**src/rtl/seq_divider_pkg.sv**
```systemverilog
// Shared definitions for the sequential restoring divider: FSM state encoding
// and the default operand width.
package seq_divider_pkg;

    localparam int DEFAULT_WIDTH = 4;

    typedef enum logic [1:0] {
        ST_IDLE = 2'd0,
        ST_RUN  = 2'd1,
        ST_DONE = 2'd2
    } state_e;

endpackage

```
**src/rtl/div_step.sv**
```systemverilog
// One combinational restoring-division step: shift {R,Q} left, trial-subtract
// the divisor and keep the difference only when it is non-negative.
module div_step
    import seq_divider_pkg::*;
#(
    parameter int WIDTH = DEFAULT_WIDTH
) (
    input  logic [WIDTH:0]   rem_in,
    input  logic [WIDTH-1:0] quo_in,
    input  logic [WIDTH-1:0] dvs_in,
    output logic [WIDTH:0]   rem_out,
    output logic [WIDTH-1:0] quo_out
);

    // One guard bit above the shifted remainder so the trial difference carries its own sign.
    logic [WIDTH+1:0] shifted;
    logic [WIDTH+1:0] trial;

    assign shifted = {rem_in, quo_in[WIDTH-1]};
    assign trial   = shifted - {2'b00, dvs_in};

    always_comb begin
        rem_out = shifted[WIDTH:0];
        quo_out = {quo_in[WIDTH-2:0], 1'b0};
        if (!trial[WIDTH+1]) begin
            rem_out = trial[WIDTH:0];
            quo_out = {quo_in[WIDTH-2:0], 1'b1};
        end
    end

endmodule

```
**src/rtl/seq_divider.sv**
```systemverilog
// Multi-cycle unsigned restoring divider with a start/done handshake; one
// quotient bit per clock, divide-by-zero answered in a single cycle.
module seq_divider
    import seq_divider_pkg::*;
#(
    parameter int WIDTH = DEFAULT_WIDTH
) (
    input  logic             clk,
    input  logic             rst_n,
    input  logic             start,
    input  logic [WIDTH-1:0] dividend,
    input  logic [WIDTH-1:0] divisor,
    output logic             busy,
    output logic             done,
    output logic [WIDTH-1:0] quotient,
    output logic [WIDTH-1:0] remainder,
    output logic             div_by_zero
);

    localparam int CNT_W = $clog2(WIDTH + 1);
    localparam logic [CNT_W-1:0] LAST_CNT = CNT_W'(WIDTH - 1);

    state_e           state_q, state_d;
    logic [CNT_W-1:0] cnt_q, cnt_d;
    logic [WIDTH:0]   rem_wk_q, rem_wk_d, rem_step;
    logic [WIDTH-1:0] quo_wk_q, quo_wk_d, quo_step;
    logic [WIDTH-1:0] dvs_q, dvs_d;
    logic [WIDTH-1:0] quotient_q, quotient_d;
    logic [WIDTH-1:0] remainder_q, remainder_d;
    logic             dbz_q, dbz_d;
    logic             accept;

    div_step #(.WIDTH(WIDTH)) u_step (
        .rem_in  (rem_wk_q),
        .quo_in  (quo_wk_q),
        .dvs_in  (dvs_q),
        .rem_out (rem_step),
        .quo_out (quo_step)
    );

    // A new request is taken in IDLE and also in the DONE cycle for back-to-back use.
    assign accept = start && (state_q != ST_RUN);

    always_comb begin
        state_d     = state_q;
        cnt_d       = cnt_q;
        rem_wk_d    = rem_wk_q;
        quo_wk_d    = quo_wk_q;
        dvs_d       = dvs_q;
        quotient_d  = quotient_q;
        remainder_d = remainder_q;
        dbz_d       = dbz_q;

        if (accept) begin
            cnt_d = '0;
            if (divisor == '0) begin
                quotient_d  = '1;
                remainder_d = dividend;
                dbz_d       = 1'b1;
                state_d     = ST_DONE;
            end else begin
                rem_wk_d = '0;
                quo_wk_d = dividend;
                dvs_d    = divisor;
                dbz_d    = 1'b0;
                state_d  = ST_RUN;
            end
        end else begin
            case (state_q)
                ST_RUN: begin
                    rem_wk_d = rem_step;
                    quo_wk_d = quo_step;
                    cnt_d    = cnt_q + CNT_W'(1);
                    if (cnt_q == LAST_CNT) begin
                        quotient_d  = quo_step;
                        remainder_d = rem_step[WIDTH-1:0];
                        state_d     = ST_DONE;
                    end
                end
                ST_DONE: state_d = ST_IDLE;
                default: state_d = ST_IDLE;
            endcase
        end
    end

    always_ff @(posedge clk) begin
        if (!rst_n) begin
            state_q     <= ST_IDLE;
            cnt_q       <= '0;
            quotient_q  <= '0;
            remainder_q <= '0;
            dbz_q       <= 1'b0;
        end else begin
            state_q     <= state_d;
            cnt_q       <= cnt_d;
            quotient_q  <= quotient_d;
            remainder_q <= remainder_d;
            dbz_q       <= dbz_d;
        end
    end

    // Working registers are only meaningful while RUN, so they carry no reset.
    always_ff @(posedge clk) begin
        rem_wk_q <= rem_wk_d;
        quo_wk_q <= quo_wk_d;
        dvs_q    <= dvs_d;
    end

    assign busy        = (state_q == ST_RUN);
    assign done        = (state_q == ST_DONE);
    assign quotient    = quotient_q;
    assign remainder   = remainder_q;
    assign div_by_zero = dbz_q;

endmodule

```
**config.mk**
```make
export PLATFORM = sky130hd
export DESIGN_NAME = seq_divider
export DESIGN_NICKNAME = d
export VERILOG_FILES = /design/src/rtl/seq_divider_pkg.sv /design/src/rtl/div_step.sv /design/src/rtl/seq_divider.sv
export SDC_FILE = /design/constraint.sdc
export NUM_CORES = 1
export LEC_CHECK = 0
export BUFFER_PORTS_ARGS = -buffer_cell sky130_fd_sc_hd__buf_2
export CAP_MARGIN = 20
export CORE_MARGIN = 5
export CORE_UTILIZATION = 50
export DETAILED_ROUTE_END_ITERATION = 10
export HOLD_SLACK_MARGIN = 0.1
export PLACE_DENSITY = 0.7
export SLEW_MARGIN = 20
export SYNTH_ARGS = -nofsm -noshare
export SYNTH_HDL_FRONTEND = slang
export SYNTH_HIERARCHICAL = 1
export SYNTH_SLANG_ARGS = --single-unit
```
**constraint.sdc**
```tcl
create_clock -name clk -period 3 [get_ports clk]
set_input_delay 0.45 -clock clk [delete_from_list [all_inputs] [get_ports clk]]
set_output_delay 0.45 -clock clk [all_outputs]
set_load 0.01 [all_outputs]
```
### Word level (Yosys, flattened, before mapping)

Cells that the tools add are included.

* equality and inequality tests: 7
* muxes and demuxes: 21
* bitwise operators: 2
* reduce and logical (&&, ||, !) cells: 8
* add/subtract/negate cells: 2

Operators with widths (count)
* 4-bit 2-to-1 mux: 11
* 5-bit 2-to-1 mux: 4
* 2-bit 2-to-1 mux: 4
* 6-bit by 4-bit subtractor with 6-bit output: 1
* 4-bit logical NOT: 1
* 2-bit by 1-bit != test with 1-bit output, second input constant: 2
* 2-bit AND reduction: 2
* 2-bit nonzero test: 2
* 3-bit by 1-bit adder with 3-bit output, second input constant: 1
* 3-bit by 2-bit == test with 1-bit output, second input constant: 1
* 3-bit by 1-bit != test with 1-bit output, second input constant: 1
* 3-bit AND reduction: 1
* 2-bit by 1-bit == test with 1-bit output, second input constant: 1
* 2-bit == test, second input constant: 1
* 1-bit 2-to-1 mux: 2
* 2-bit != test, second input constant: 1
* 1-bit NOT: 2
* 2-bit OR reduction: 1
* 1-bit logical AND: 1

* word-level logic and storage cells: 48
* output and inout port bits: 11
* bits of input ports: 11
* flip-flop bits (word level): 27

### Longest topological paths before layout

* depth after elaboration: 5
* depth in mapped cells: 9
* gate-level depth less buffers: 9

### Cells and area by module

The synthesis kept the hierarchy.

Modules (own cells, without submodules)
* seq_divider: area an instance 1159.9 um^2, instances 1, cells each 104
* div_step: area an instance 366.6 um^2, instances 1, cells each 40

### Worst setup path before layout

No wires, ideal clock.

* path kind: flip-flop to flip-flop
* from: reg rem_wk_q[1]
* to: reg rem_wk_q[1], data pin
* arrival: 1.771 ns
* slack: 0.970 ns
* period minus slack after synthesis: 2.030 ns
* cell stages (with the launch flop): 9
* buffers on the path: 0
* cells stage by stage: edfxtp_1 ha_1 nor2_2 a21oi_4 a21boi_4 xnor2_4 mux2_4 o21ai_0 inv_1

* word-level cells in the longest chain between the ends: 4

RTL lines
* start, declared: RTL line seq_divider.sv:25 `logic [WIDTH:0] rem_wk_q, rem_wk_d, rem_step;`
* start signal, assigned: RTL line seq_divider.sv:104 `rem_wk_q <= rem_wk_d;`
* 6-bit by 4-bit subtractor with 6-bit output: RTL line div_step.sv:20 `assign trial = shifted - {2'b00, dvs_in};`
* 5-bit 2-to-1 mux: RTL line div_step.sv:25 `if (!trial[WIDTH+1]) begin`
* net rem_step[1]: RTL line seq_divider.sv:25
* 5-bit 2-to-1 mux: RTL line seq_divider.sv:69 `case (state_q)`
* 5-bit 2-to-1 mux: RTL line seq_divider.sv:54 `if (accept) begin`

The timed path passes the listed nets, and every way through them passes these cells. The select of a mux whose other input is x is not followed.
A chain may end at the register's enable or synchronous reset.

### Worst setup path in the final report

* from: reg rem_wk_q[1]
* to: reg rem_wk_q[2], data pin

* word-level cells in the longest chain between the ends: 4

RTL lines (RTL line)
* 6-bit by 4-bit subtractor with 6-bit output: div_step.sv:20
* 5-bit 2-to-1 mux (*): div_step.sv:25
* net rem_step[2]: seq_divider.sv:25
* 5-bit 2-to-1 mux (*): seq_divider.sv:69
* 5-bit 2-to-1 mux (*): seq_divider.sv:54

Mark *: on every way through the listed nets, which the timed path passes. The rest lies on a longest branch. The select of a mux whose other input is x is not followed.

==> metrics.txt <==
run status=finished clean; critical path, cell by cell=ha_1, nor2_2, a21oi_4, a21boi_4, xnor2_4, mux2_4, o21ai_0, inv_1; Post-CTS Setup Bufs=0; sequential-to-total area share from yosys stat=43.9%; critical path fanouts, max=5; slew margin rel.=54.0%; Clock Sinks=27; Fin. Hold Viols=0; DIE HEIGHT=65.3 um; Post-synth top flop=dfxtp_1; Final min period=2.17 ns; CP startpoint kind=flop; Peak supply drop=0.274 mV; most frequent cells in the layout=21 x buf_2, 15 x inv_1, 14 x dfxtp_1, 13 x edfxtp_1, 10 x o21ai_0; Post-Syn Area=1530 um^2; hpwl dp=2.16 mm; initial antenna violation count=0; unrepaired setup endpoints after global routing=false; Fmax achieved=461 MHz; worst setup path class=reg -> reg; Placeable Area=2980 um^2; post_cts resized=0; Tcrit/Tclk final=72.3%; crit path capture type=flop; vias in the first global route=1076; GPL Wtd Cong=0.802; post-cts hold buffer count=0; DP Worst Slack=0.849 ns; Total GRT Usage=14.8%; CTS tree=built; Mean Syn Cell Area=10.6 um^2; IO Count=22; fillers=280; MaxCap Viol Count=0; largest net degree at the start of global routing=19; Worst-path clk slew=0.13 ns; Die W=65.3 um; 1st-pass router iterations=4; slowest stage delay, CP=0.43 ns; WP data arrival=2.26 ns; worst-skew pair later-pin latency=0.32 ns; Rows=20; TNS Setup=0 ns; number of synthesized flops with an enable pin=13; clk root buf=clkbuf_4; WL per Instance=15.2 um; Least-Margin Pin Slew=0.691 ns; CP required=3.10 ns; via count=1094; Synth Net Count=162; first-pass GRT wire length=4.89 mm; post-route setup slack=0.831 ns; fin cells=192; TritonCTS Buffers=3; Leakage=0.701 nW; post-synthesis async set-or-reset flop share=0%; Net count, final=178; setup violators final=0; post-synthesis register bit count=27; slowest CP cell=edfxtp_1; Yosys warning total=6; initial core utilization=51.3%; Via density=5.70; Syn Inst Count=144; Total Power=0.00122 W; Total Wirelength=2.92 mm; die area=4260 um^2; Distinct cells, synth=44; # diodes=0; layout cells sized above 1=25.8%; 1st-iter DRT viols=47; H-tree depth=1; P per Cell Area=748 nW/um^2; most common cell after layout, fill and taps aside=buf_2; post-route ant nets=0; Clock Path Buffers=2; Residual DRC=0; Syn-to-layout area delta=6.97%; HP Class=in -> reg; GRT Residual Overflow=0; # placed instances=188; IO Port Bufs=21; clk_skew=0.00210 ns; Final Max Slew Viols=0
## state kept, by name, summed over array words and instances (netlist names)
name,count
cnt_q,3
rem_wk_q,5
state_q,2
quo_wk_q,4
div_by_zero,1
dvs_q,4
quotient,4
remainder,4
## critical path, delay by kind of cell (launching register included)
family	cells	cell delay, ns
adders and majority gates	1	0.36
and+or+nand+nor	1	0.19
buffers and inverters	1	0.06
AOI/OAI and AO/OA	3	0.41
DFF	1	0.43
xor gates and xnor gates	1	0.17
muxes	1	0.32
## per-layer routing
layer / GRT usage, % / wire length, um / vias up
li1: - / - / 549
met4: 6.22 / 50 / 0
met2: 26.2 / 1490 / 23
met5: 0 / 0 / -
met1: 18.1 / 1280 / 517
met3: 1.54 / 100 / 5
## final timing paths
kind	slack, ns	startpoint	end	depth (start not counted)
worst max-delay path	0.83	rem_wk_q[1]	rem_wk_q[2]	8
worst min-delay path	0.35	divisor[3]	dvs_q[3]	1
worst max register to register	0.83	rem_wk_q[1]	rem_wk_q[2]	8
worst min register to register	0.49	div_by_zero	div_by_zero	2
## where the power goes
group / leakage (nW) / switching [W] / internal (W)
clock network: 0.0150 / 0.000102 / 0.0000522
logic: 0.442 / 0.000270 / 0.000267
registers: 0.244 / 0.0000650 / 0.000466
total: 0.701 / 0.000437 / 0.000785
## cells in the mapped netlist, types with 2 or more instances
cell       n  area share (%)
nor2_2     2            0.82
ha_1       6             4.9
a211oi_1   2            0.98
nand3_1    5             1.6
o21ai_0   10             3.3
nor2_1     9             2.2
a311oi_1   8             4.6
and2_1     2            0.82
a21oi_1    4             1.3
buf_2      2            0.66
o21a_1     3             1.5
nor3_1     2            0.66
buf_4      5             2.5
inv_1     15             3.7
a221oi_2   4             3.9
edfxtp_1  13              26
dfxtp_1   14              18
nand2b_1   3             1.2
mux2_4     2             2.0
nand2_1    8             2.0
clkbuf_1   2            0.49
## kinds of logic (layout without fill, tap and decap cells)
group | after synthesis | count (layout) | share of synthesized area (%)
simple gates | 40 | 40 | 15.7
xor+xnor | 2 | 2 | 2.38
flops | 27 | 27 | 43.9
compound gates | 38 | 38 | 20.6
mux | 3 | 3 | 2.62
buf+inv | 27 | 42 | 8.52
fa+ha+maj | 7 | 7 | 6.23
## cell type report
class / count / area (um^2) / area share, %
Clock buffer: 4 / 26.3 / 1.61
Multi-Input combinational cell: 90 / 726 / 44.4
Timing Repair Buffer: 21 / 105 / 6.44
Sequential cell: 27 / 671 / 41.1
Inverter: 17 / 63.8 / 3.91
Tap cell: 33 / 41.3 / 2.53
## stage by stage
step                cell area [um^2]  hold slack [ns]  utilization (%)
floorplan                       1530            0.452                -
global placement                1610            0.459             53.9
detailed placement              1610            0.475             53.9
CTS                             1630            0.341             54.8
global route                    1630            0.340             54.8
finish                          1630            0.354             54.8
(Power assumes the default switching activity.)
